**src/rtl/inst_seq_pkg.sv**
```systemverilog
// Shared types and instruction-word layout for inst_sequencer and its beat counter.
package inst_seq_pkg;

  typedef enum logic [1:0] {
    OP_LOAD_Q  = 2'd0,
    OP_LOAD_K  = 2'd1,
    OP_EXEC    = 2'd2,
    OP_PSUM_RD = 2'd3
  } op_e;

  typedef enum logic [2:0] {
    S_IDLE,
    S_WRITE,
    S_LOAD,
    S_GAP,
    S_EXEC,
    S_FLUSH,
    S_READ
  } state_e;

  localparam int unsigned INST_W     = 17;
  localparam int unsigned B_OFIFO_RD = 16;
  localparam int unsigned QKMEM_LSB  = 12;
  localparam int unsigned PMEM_LSB   = 8;
  localparam int unsigned B_EXECUTE  = 7;
  localparam int unsigned B_LOAD     = 6;
  localparam int unsigned B_QMEM_RD  = 5;
  localparam int unsigned B_QMEM_WR  = 4;
  localparam int unsigned B_KMEM_RD  = 3;
  localparam int unsigned B_KMEM_WR  = 2;
  localparam int unsigned B_PMEM_RD  = 1;
  localparam int unsigned B_PMEM_WR  = 0;

endpackage

```
**src/rtl/seq_addr_ctr.sv**
```systemverilog
// Beat index for the sequencer: start address offset with 4-bit wrap and last-beat flag.
module seq_addr_ctr (
  input  logic       clk,
  input  logic       reset,
  input  logic       clr,
  input  logic       step,
  input  logic [3:0] base,
  input  logic [3:0] len,
  output logic [3:0] idx,
  output logic [3:0] addr,
  output logic       last
);

  logic [3:0] idx_q;
  logic [3:0] idx_d;

  always_comb begin
    idx_d = idx_q;
    if (clr) begin
      idx_d = '0;
    end else if (step) begin
      idx_d = idx_q + 4'd1;
    end
  end

  always_ff @(posedge clk or negedge reset) begin
    if (!reset) begin
      idx_q <= '0;
    end else begin
      idx_q <= idx_d;
    end
  end

  assign idx  = idx_q;
  assign addr = base + idx_q;
  assign last = (idx_q == len);

endmodule

```
**src/rtl/inst_sequencer.sv**
```systemverilog
// Command-driven instruction sequencer for the attention core; all outputs registered.
// Optional INST_SEQ_PERF_EN adds the stall_cnt write-stall counter output.
module inst_sequencer
  import inst_seq_pkg::*;
#(
  parameter int unsigned bw  = 8,
  parameter int unsigned pr  = 8,
  parameter int unsigned col = 8
) (
  input  logic             clk,
  input  logic             reset,
  input  logic             cmd_valid,
  output logic             cmd_ready,
  input  logic [1:0]       cmd_op,
  input  logic [3:0]       cmd_addr,
  input  logic [3:0]       cmd_len,
  input  logic             data_valid,
  output logic             data_ready,
  input  logic [pr*bw-1:0] data_in,
  output logic [16:0]      inst,
  output logic [pr*bw-1:0] mem_in,
  output logic             busy,
  output logic             done
`ifdef INST_SEQ_PERF_EN
  ,
  output logic [15:0]      stall_cnt
`endif
);

  localparam int unsigned DW = pr * bw;

  if (bw < 1 || pr < 1 || col < 1) begin : g_param_check
    $error("inst_sequencer: bw, pr and col must all be at least 1");
  end

  state_e            state_q, state_d;
  op_e               op_q, op_d;
  logic [3:0]        addr_q, addr_d;
  logic [3:0]        len_q, len_d;
  logic              fin_q, fin_d;
  logic [INST_W-1:0] inst_q, inst_d;
  logic [DW-1:0]     mem_in_q, mem_in_d;
  logic              cmd_ready_q, cmd_ready_d;
  logic              data_ready_q, data_ready_d;
  logic              busy_q, busy_d;
  logic              done_q, done_d;
  logic              ctr_clr, ctr_step, ctr_last;
  logic [3:0]        ctr_idx, ctr_addr;

  seq_addr_ctr u_ctr (
    .clk  (clk),
    .reset(reset),
    .clr  (ctr_clr),
    .step (ctr_step),
    .base (addr_q),
    .len  (len_q),
    .idx  (ctr_idx),
    .addr (ctr_addr),
    .last (ctr_last)
  );

  // fin_q marks the cycle in which the final beat is on inst; the next edge returns to IDLE with done.
  always_comb begin
    state_d      = state_q;
    op_d         = op_q;
    addr_d       = addr_q;
    len_d        = len_q;
    fin_d        = 1'b0;
    inst_d       = '0;
    mem_in_d     = mem_in_q;
    done_d       = 1'b0;
    data_ready_d = 1'b0;
    ctr_clr      = 1'b0;
    ctr_step     = 1'b0;

    if (fin_q) begin
      state_d = S_IDLE;
      done_d  = 1'b1;
    end else begin
      case (state_q)
        S_IDLE: begin
          if (cmd_valid && cmd_ready_q) begin
            op_d    = op_e'(cmd_op);
            addr_d  = cmd_addr;
            len_d   = cmd_len;
            ctr_clr = 1'b1;
            case (op_e'(cmd_op))
              OP_LOAD_Q, OP_LOAD_K: begin
                state_d      = S_WRITE;
                data_ready_d = 1'b1;
              end
              OP_EXEC: state_d = S_LOAD;
              default: state_d = S_READ;
            endcase
          end
        end
        S_WRITE: begin
          if (data_valid && data_ready_q) begin
            inst_d[QKMEM_LSB +: 4] = ctr_addr;
            if (op_q == OP_LOAD_Q) begin
              inst_d[B_QMEM_WR] = 1'b1;
            end else begin
              inst_d[B_KMEM_WR] = 1'b1;
            end
            mem_in_d = data_in;
            if (ctr_last) begin
              fin_d = 1'b1;
            end else begin
              ctr_step     = 1'b1;
              data_ready_d = 1'b1;
            end
          end else begin
            data_ready_d = 1'b1;
          end
        end
        S_LOAD: begin
          inst_d[QKMEM_LSB +: 4] = ctr_addr;
          inst_d[B_KMEM_RD]      = 1'b1;
          inst_d[B_LOAD]         = 1'b1;
          if (ctr_last) begin
            state_d = S_GAP;
          end else begin
            ctr_step = 1'b1;
          end
        end
        S_GAP: begin
          ctr_clr = 1'b1;
          state_d = S_EXEC;
        end
        S_EXEC: begin
          inst_d[QKMEM_LSB +: 4] = ctr_addr;
          inst_d[B_QMEM_RD]      = 1'b1;
          inst_d[B_EXECUTE]      = 1'b1;
          // Partial sum of the previous execute beat is written back alongside this one.
          if (ctr_idx != 4'd0) begin
            inst_d[PMEM_LSB +: 4] = ctr_idx - 4'd1;
            inst_d[B_PMEM_WR]     = 1'b1;
          end
          if (ctr_last) begin
            state_d = S_FLUSH;
          end else begin
            ctr_step = 1'b1;
          end
        end
        S_FLUSH: begin
          inst_d[PMEM_LSB +: 4] = len_q;
          inst_d[B_PMEM_WR]     = 1'b1;
          fin_d                 = 1'b1;
        end
        S_READ: begin
          inst_d[PMEM_LSB +: 4] = ctr_addr;
          inst_d[B_PMEM_RD]     = 1'b1;
          inst_d[B_OFIFO_RD]    = 1'b1;
          if (ctr_last) begin
            fin_d = 1'b1;
          end else begin
            ctr_step = 1'b1;
          end
        end
        default: state_d = S_IDLE;
      endcase
    end

    cmd_ready_d = (state_d == S_IDLE);
    busy_d      = (state_d != S_IDLE);
  end

`ifdef INST_SEQ_PERF_EN
  logic [15:0] stall_q, stall_d;

  always_comb begin
    stall_d = stall_q;
    if (state_q == S_WRITE && data_ready_q && !data_valid && stall_q != '1) begin
      stall_d = stall_q + 16'd1;
    end
  end
`endif

  always_ff @(posedge clk or negedge reset) begin
    if (!reset) begin
      state_q      <= S_IDLE;
      op_q         <= OP_LOAD_Q;
      addr_q       <= '0;
      len_q        <= '0;
      fin_q        <= 1'b0;
      inst_q       <= '0;
      mem_in_q     <= '0;
      cmd_ready_q  <= 1'b0;
      data_ready_q <= 1'b0;
      busy_q       <= 1'b0;
      done_q       <= 1'b0;
`ifdef INST_SEQ_PERF_EN
      stall_q      <= '0;
`endif
    end else begin
      state_q      <= state_d;
      op_q         <= op_d;
      addr_q       <= addr_d;
      len_q        <= len_d;
      fin_q        <= fin_d;
      inst_q       <= inst_d;
      mem_in_q     <= mem_in_d;
      cmd_ready_q  <= cmd_ready_d;
      data_ready_q <= data_ready_d;
      busy_q       <= busy_d;
      done_q       <= done_d;
`ifdef INST_SEQ_PERF_EN
      stall_q      <= stall_d;
`endif
    end
  end

  assign cmd_ready  = cmd_ready_q;
  assign data_ready = data_ready_q;
  assign inst       = inst_q;
  assign mem_in     = mem_in_q;
  assign busy       = busy_q;
  assign done       = done_q;
`ifdef INST_SEQ_PERF_EN
  assign stall_cnt  = stall_q;
`endif

endmodule

```
**config.mk**
```make
export PLATFORM = sky130hd
export DESIGN_NAME = inst_sequencer
export DESIGN_NICKNAME = d
export VERILOG_FILES = /design/src/rtl/inst_seq_pkg.sv /design/src/rtl/seq_addr_ctr.sv /design/src/rtl/inst_sequencer.sv
export SDC_FILE = /design/constraint.sdc
export NUM_CORES = 1
export LEC_CHECK = 0
export BUFFER_PORTS_ARGS = -buffer_cell sky130_fd_sc_hd__buf_4
export CAP_MARGIN = 30
export CORE_MARGIN = 2
export CORE_UTILIZATION = 45
export DETAILED_ROUTE_END_ITERATION = 6
export PLACE_DENSITY_LB_ADDON = 0.05
export SLEW_MARGIN = 20
export SYNTH_ARGS = -nofsm -noshare
export SYNTH_HDL_FRONTEND = slang
export SYNTH_SLANG_ARGS = --single-unit
```
**constraint.sdc**
```tcl
create_clock -name clk -period 1.9 [get_ports clk]
set_clock_uncertainty 0.1 [all_clocks]
set_input_delay 0.095 -clock clk [delete_from_list [all_inputs] [get_ports clk]]
set_output_delay 0.095 -clock clk [all_outputs]
set_load 0.01 [all_outputs]
```
==> flow_metrics.env, run 1 <==
export IMPL_dp_hpwl_mm=6.904
export IMPL_synth_edf_count=0
export IMPL_grt_pass1_vias=3333
export IMPL_reg2regPathDepth=4
export IMPL_timing_worst_slew_pin_value_ps=479.6
export IMPL_clock_latency_ps=350
export IMPL_timing_setup_tns_ps=0
export IMPL_worst_ep_arrival_time_ps=1940
export IMPL_placement_io_buffers=162
export IMPL_timing_critical_path_buf_inv=1
export IMPL_report_final_slew_viol_count=0
export IMPL_post_synth_top_area_cell="sky130_fd_sc_hd__dfrtp_1"
export IMPL_setup_worst_path_start_class="flip-flop"
export IMPL_crit_end_category="flip-flop"
export IMPL_final_period_minus_worst_setup_slack_ps=1805
export IMPL_synthesized_area_per_cell_um2=14.41
export IMPL_synth_cell_type_count=46
export IMPL_yosys_cell_count_top_type="sky130_fd_sc_hd__dfrtp_1"
export IMPL_detailedRoute_firstIterationViolations=86
export IMPL_drtPass1Iterations=4
export IMPL_filler_cell_count=674
export IMPL_final_hold_violation_count=0
export IMPL_timing_worst_setup_path_type="flip-flop to flip-flop"
export IMPL_grt_overflow_total=0
export IMPL_clk_root_buffer_cell="sky130_fd_sc_hd__clkbuf_8"
export IMPL_worst_setup_hold_path_clk_slew_ps=100
export IMPL_cts_sinks=100
export IMPL_report_power_total_mw=9.653
export IMPL_min_delay_path_depth=4
export IMPL_mappedNetlistNets=386
export IMPL_cts_buffer_depth=2
export IMPL_crit_path_cell_trace="nor4b_4, nand3_4, buf_12, mux2_4"
export IMPL_powerDensity_nw_per_um2=1442
export IMPL_critical_path_depth=4
export IMPL_ant_nets=0
export IMPL_most_used_flip_flop_cell_after_synthesis="sky130_fd_sc_hd__dfrtp_1"
export IMPL_design_die_area_um2=10440
export IMPL_crit_path_top_delay_cell="sky130_fd_sc_hd__nor4b_4"
export IMPL_initial_antenna_violation_count=0
export IMPL_static_leakage_power_nw=3.398
export IMPL_multi_input_area_um2=1704
export IMPL_row_count=35
export IMPL_synth_seq_cells=100
export IMPL_achievable_frequency_ghz=0.5540
export IMPL_critical_path_max_stage_delay_ps=430
export IMPL_result_of_the_run="finished clean"
export IMPL_critical_path_peak_fanout=53
export IMPL_grt_total_usage=0.2036
export IMPL_area_growth_synth_to_final_pct=54.41
export IMPL_synth_largest_type_area_fraction=0.5770
export IMPL_clock_tree_htree_level_count=3
export IMPL_cts_buffers=9
export IMPL_viasPerCell=4.840
export IMPL_wirelength_mm=10.41
export IMPL_max_capacitance_violation_total=0
export IMPL_netlist_instances=301
export IMPL_synth_sequential_area_ratio=0.5770
export IMPL_final_net_count=631
export IMPL_finalSetupViolations=0
export IMPL_grt_first_pass_wirelength_mm=16.66
export IMPL_crit_family="simple AND/OR/NAND/NOR gates"
export IMPL_sequential_cell_area_um2=2502
export IMPL_worst_slew_margin_rel=0.6803
export IMPL_tritoncts_clock_tree="done"
export IMPL_remaining_drc_errors=0
export IMPL_synth_area_leaders="sky130_fd_sc_hd__dfrtp_1 58%, sky130_fd_sc_hd__mux2_4 13%, sky130_fd_sc_hd__mux2_2 9.1%"
export IMPL_synth_commonest_cells="100 x sky130_fd_sc_hd__dfrtp_1, 38 x sky130_fd_sc_hd__mux2_4, 35 x sky130_fd_sc_hd__mux2_2"
export IMPL_wire_per_inst_um=15.31
export IMPL_post_route_period_util=0.9500
export IMPL_grt_start_max_net_pins=54
export IMPL_hold_path_class="primary input to flip-flop"
export IMPL_die_h_um=102.2
export IMPL_hold_ws_ps=21.87
export IMPL_place_gp_congestion=0.8731
export IMPL_top_level_ports=163
export IMPL_syn_area_um2=4337
export IMPL_detailroute_via_count=3291
export IMPL_initial_utilization=0.4671
export IMPL_postCtsSetupRepairBufs=0
export IMPL_synth_warnings=0
export IMPL_setup_repair_after_global_routing_missed_its_margin="no"
export IMPL_area_inside_the_core_boundary_um2=9284
export IMPL_die_span_in_x_um=102.2
export IMPL_worst_endpoint_required_ps=2040
export IMPL_number_of_diodes_added_for_antenna_fixing=0
export IMPL_ir_drop_mv=0.6500
export IMPL_drive_gt1_frac=0.4973
export IMPL_async_flop_share=1.000
## final cells by class
cell class / instances / share of cell area
Tap cell: 129 / 0.02410
Inverter: 3 / 0.001682
Timing Repair Buffer: 253 / 0.3173
Multi-Input combinational cell: 179 / 0.2545
Clock inverter: 6 / 0.008221
Clock buffer: 10 / 0.02055
Sequential cell: 100 / 0.3737
## tightest hold or removal path, delay by kind of cell
| kind | cells | cell delay, ps |
|---|---|---|
| compound gates | 2 | 150 |
| buf+inv | 1 | 130 |
| simple gates | 1 | 60 |
## worst paths after layout
kind                                     endpoint                 start  slack [ps]
hold / removal               data_ready$_DFF_PN0_            data_valid          20
hold reg to reg                 inst[4]$_DFF_PN0_   op_q[0]$_DFFE_PN0P_         380
setup reg to reg           mem_in[36]$_DFFE_PN0P_  state_q[2]$_DFF_PN0_          90
max in group asynchronous   mem_in[8]$_DFFE_PN0P_                 reset         900
min in group asynchronous  mem_in[37]$_DFFE_PN0P_                 reset         110
setup / recovery           mem_in[36]$_DFFE_PN0P_  state_q[2]$_DFF_PN0_          90
## logic make-up after synthesis
group / after synthesis / synth area share
AOI/OAI and AO/OA: 34 / 0.05338
xor gates and xnor gates: 10 / 0.02020
adders and majority gates: 7 / 0.02193
buffers and inverters: 22 / 0.03173
DFF: 100 / 0.5770
muxes: 75 / 0.2271
and+or+nand+nor: 53 / 0.06867
## cell usage in the layout, fill, tap and decap left out, types with 5 or more instances in the layout
| cell | count |
|---|---|
| sky130_fd_sc_hd__clkbuf_8 | 10 |
| sky130_fd_sc_hd__buf_4 | 175 |
| sky130_fd_sc_hd__mux2_2 | 35 |
| sky130_fd_sc_hd__a21oi_1 | 9 |
| sky130_fd_sc_hd__o21ai_0 | 6 |
| sky130_fd_sc_hd__xnor2_1 | 8 |
| sky130_fd_sc_hd__nor2_1 | 14 |
| sky130_fd_sc_hd__ha_1 | 6 |
| sky130_fd_sc_hd__mux2_4 | 38 |
| sky130_fd_sc_hd__nor3_1 | 5 |
| sky130_fd_sc_hd__dfrtp_1 | 100 |
| sky130_fd_sc_hd__nand3_1 | 7 |
| sky130_fd_sc_hd__nand2_1 | 9 |
| sky130_fd_sc_hd__dlygate4sd3_1 | 75 |
## metrics by stage
| step | cells | area [um^2] | setup slack [ps] | utilization |
|---|---|---|---|---|
| final | 680 | 6696 | 94.96 | 0.7213 |
| after detailed placement | 589 | 5753 | 106.1 | 0.6197 |
| after global placement | 589 | 5753 | 148.4 | 0.6197 |
| after CTS | 680 | 6696 | 83.71 | 0.7213 |
| after global routing | 680 | 6696 | 2.609 | 0.7213 |
| after floorplan | 301 | 4337 | 124.7 | - |
## where the power goes
| group | leakage, nW | switching [mW] | internal, mW |
|---|---|---|---|
| Sequential | 1.28 | 0.592 | 3.08 |
| Clock | 0.0929 | 0.774 | 0.538 |
| Combinational | 2.02 | 1.95 | 2.72 |
## registers in the layout, summed over array words and instances (netlist names)
| signal | flops |
|---|---|
| state_q | 3 |
| len_q | 4 |
| u_ctr.idx | 4 |
| addr_q | 4 |
| inst | 14 |
| fin_q | 1 |
| busy | 1 |
| mem_in | 64 |
| op_q | 2 |
| cmd_ready | 1 |
| data_ready | 1 |
| done | 1 |
## timing repair
item                      CTS  global route
gates resized for setup     0             0
hold buffers               75             0
hold endpoints to repair  139             0
## metal layers
metal  part of all wire  global-route usage  vias to the layer above
li1                   -                   -                     1547
met1               0.44              0.2761                     1620
met2               0.49              0.3350                      108
met3              0.053             0.03352                       16
met4              0.018             0.06974                        0
met5                  0                   0                        -
Note: power is estimated with default switching activity, not from simulation.
==> run 2, diff against run 1 <==
--- a/config.mk
+++ b/config.mk
@@ -10,6 +10,7 @@
 export CORE_MARGIN = 2
 export CORE_UTILIZATION = 45
 export DETAILED_ROUTE_END_ITERATION = 6
+export HOLD_SLACK_MARGIN = 0.06
 export PLACE_DENSITY_LB_ADDON = 0.05
 export SLEW_MARGIN = 20
 export SYNTH_ARGS = -nofsm -noshare
==> constraint.sdc (replaced) <==
create_clock -name clk -period 2.3 [get_ports clk]
set_clock_uncertainty 0.1 [all_clocks]
set_input_delay 0.115 -clock clk [delete_from_list [all_inputs] [get_ports clk]]
set_output_delay 0.115 -clock clk [all_outputs]
set_load 0.01 [all_outputs]
==> run 2 against run 1 <==
Compared with the run above: cell count fell by 1.0%; highest routed layer unchanged; via count fell by 1.7%; worst setup slack improved by 58 ps; register-to-register slack improved by 60 ps; sequential share of layout area barely moved; worst hold slack improved by 100 ps.
==> flow_metrics.env, run 2 (same netlist as run 1, synthesis figures left out) <==
export IMPL_timing_worst_slew_pin_value_ps=576.7
export IMPL_final_cell_mix="168 x sky130_fd_sc_hd__buf_4, 100 x sky130_fd_sc_hd__dfrtp_1, 76 x sky130_fd_sc_hd__dlygate4sd3_1"
export IMPL_viasPerCell=4.807
export IMPL_leading_cell_type_in_the_layout_fill_and_taps_excluded="sky130_fd_sc_hd__buf_4"
export IMPL_row_count=35
export IMPL_relative_contribution_of_the_clock_network_to_total_power=0.165
export IMPL_worst_ep_arrival_time_ps=2280
export IMPL_design_die_area_um2=10440
export IMPL_worst_endpoint_required_ps=2430
export IMPL_timing_setup_tns_ps=0
export IMPL_report_final_slew_viol_count=0
export IMPL_crit_end_category="flip-flop"
export IMPL_postCtsSetupRepairBufs=0
export IMPL_detailedRoute_firstIterationViolations=116
export IMPL_reg2reg_setup_slack_ps=150
export IMPL_route_top_layer_used="met4"
export IMPL_hold_ws_ps=125.5
export IMPL_largest_register_ffs=64
export IMPL_initial_utilization=0.4671
export IMPL_remaining_drc_errors=0
export IMPL_ir_drop_mv=0.5606
export IMPL_dp_hpwl_mm=6.730
export IMPL_powerDensity_nw_per_um2=1222
export IMPL_wire_per_inst_um=15.73
export IMPL_route_met3_wl_um=654
export IMPL_max_capacitance_violation_total=0
export IMPL_final_period_minus_worst_setup_slack_ps=2147
export IMPL_achievable_frequency_ghz=0.4657
export IMPL_cts_sinks=100
export IMPL_ant_nets=0
export IMPL_placement_io_buffers=162
export IMPL_die_h_um=102.2
export IMPL_detailroute_via_count=3235
export IMPL_final_hold_violation_count=0
export IMPL_drive_gt1_frac=0.4890
export IMPL_pwr_share_comb=0.453
export IMPL_grt_pass1_vias=3376
export IMPL_p_sw_mw=2.690
export IMPL_critical_path_peak_fanout=6
export IMPL_worst_slew_margin_rel=0.6132
export IMPL_tritoncts_clock_tree="done"
export IMPL_timing_worst_setup_path_type="flip-flop to flip-flop"
export IMPL_top_level_ports=163
export IMPL_hold_path_class="primary input to async pin"
export IMPL_number_of_diodes_added_for_antenna_fixing=0
export IMPL_area_growth_synth_to_final_pct=54.33
export IMPL_wirelength_mm=10.59
export IMPL_area_inside_the_core_boundary_um2=9284
export IMPL_cts_buffer_depth=2
export IMPL_grt_start_max_net_pins=51
export IMPL_grt_overflow_total=0
export IMPL_initial_antenna_violation_count=0
export IMPL_clock_latency_ps=350
export IMPL_static_leakage_power_nw=3.389
export IMPL_post_route_period_util=0.9336
export IMPL_drtPass1Iterations=4
export IMPL_cts_buffers=9
export IMPL_clk_root_buffer_cell="sky130_fd_sc_hd__clkbuf_8"
export IMPL_cell_internal_pwr_mw=5.487
export IMPL_finalSetupViolations=0
export IMPL_grt_total_usage=0.2035
export IMPL_reg2regPathDepth=6
export IMPL_die_span_in_x_um=102.2
export IMPL_report_power_total_mw=8.178
export IMPL_wl_met2_mm=5.210
export IMPL_worst_setup_hold_path_clk_slew_ps=100
export IMPL_clock_tree_htree_level_count=3
export IMPL_route_layer_met1_wl_mm=4.560
export IMPL_worstReg2RegStart="u_ctr.idx[3]$_DFFE_PN0P_"
export IMPL_grt_first_pass_wirelength_mm=16.51
export IMPL_result_of_the_run="finished clean"
export IMPL_switching_share=0.3290
export IMPL_setup_repair_after_global_routing_missed_its_margin="no"
export IMPL_final_net_count=624
export IMPL_rr_endpoint="data_ready$_DFF_PN0_"
export IMPL_place_gp_congestion=0.8388
export IMPL_setup_worst_path_start_class="flip-flop"
export IMPL_seqPwrFrac=0.382
run 2: cell types whose count changed in the layout (fill, tap and decap cells not counted), sizes merged:
cell / delta
dlygate4sd3: +1
bufinv: +3
inv: -2
clkbuf: +1
clkinvlp: -2
buf: -8
run 2: how the worst max path moves through the flow:
stage,slack [ps],from,cells after the start,end
2_1_floorplan,520,state_q[2]$_DFF_PN0_,6,mem_in[33]$_DFFE_PN0P_
3_3_place_gp,410,state_q[0]$_DFF_PN0_,3,len_q[3]$_DFFE_PN0P_
3_5_place_dp,360,state_q[0]$_DFF_PN0_,3,len_q[0]$_DFFE_PN0P_
4_1_cts,40,state_q[0]$_DFF_PN0_,4,data_ready$_DFF_PN0_
5_1_grt,20,u_ctr.idx[1]$_DFFE_PN0P_,6,data_ready$_DFF_PN0_
6_report,150,u_ctr.idx[3]$_DFFE_PN0P_,6,data_ready$_DFF_PN0_
run 2: power groups by stage:
stage | registers [mW] | clock network (mW) | logic, mW
2_1_floorplan | 3.30 | 0 | 1.83
3_3_place_gp | 3.11 | 0 | 3.53
3_5_place_dp | 3.13 | 0 | 3.57
4_1_cts | 3.10 | 1.39 | 3.70
5_1_grt | 3.23 | 1.46 | 4.01
6_report | 3.13 | 1.35 | 3.70
run 2: worst max-delay path: stages, from the launching register on:
cell and delay [ps]:
sky130_fd_sc_hd__dfrtp_1 470, sky130_fd_sc_hd__xnor2_1 260, sky130_fd_sc_hd__nand4_1 210, sky130_fd_sc_hd__buf_4 210, sky130_fd_sc_hd__o21ai_0 120, sky130_fd_sc_hd__o21ai_0 90
sky130_fd_sc_hd__dlygate4sd3_1 560
run 2: what timing repair did:
| item | 4_1_cts | 5_1_grt |
|---|---|---|
| endpoints found under the hold margin | 177 | 0 |
| gates resized for setup | 0 | 1 |
| endpoints found under the setup margin | 0 | 1 |
| hold buffers | 76 | 0 |
run 2: routing by layer:
layer / track usage / vias up
met2: 0.3451 / 113
met5: 0 / -
met3: 0.04788 / 15
met4: 0.05641 / 0
li1: - / 1534
met1: 0.2635 / 1573
run 2: metrics by stage:
step / util / instance area, um^2 / cells / setup WS [ps]
final: 0.7209 / 6693 / 673 / 152.7
after global routing: 0.7209 / 6693 / 673 / 22.58
after CTS: 0.7206 / 6690 / 673 / 35.05
after detailed placement: 0.6119 / 5680 / 581 / 359.7
after global placement: 0.6119 / 5680 / 581 / 406.5
after floorplan: - / 4337 / 301 / 524.7
run 2: area by class of cell:
| cell class | count | area, um^2 |
|---|---|---|
| repair buffers | 246 | 2062 |
| well taps | 129 | 161.4 |
| clock buffers | 11 | 141.4 |
| fillers | 657 | 2591 |
| multi-input cells | 179 | 1707 |
| clock inverters | 5 | 107.6 |
| inverters | 3 | 11.26 |
| flip-flops and latches | 100 | 2502 |
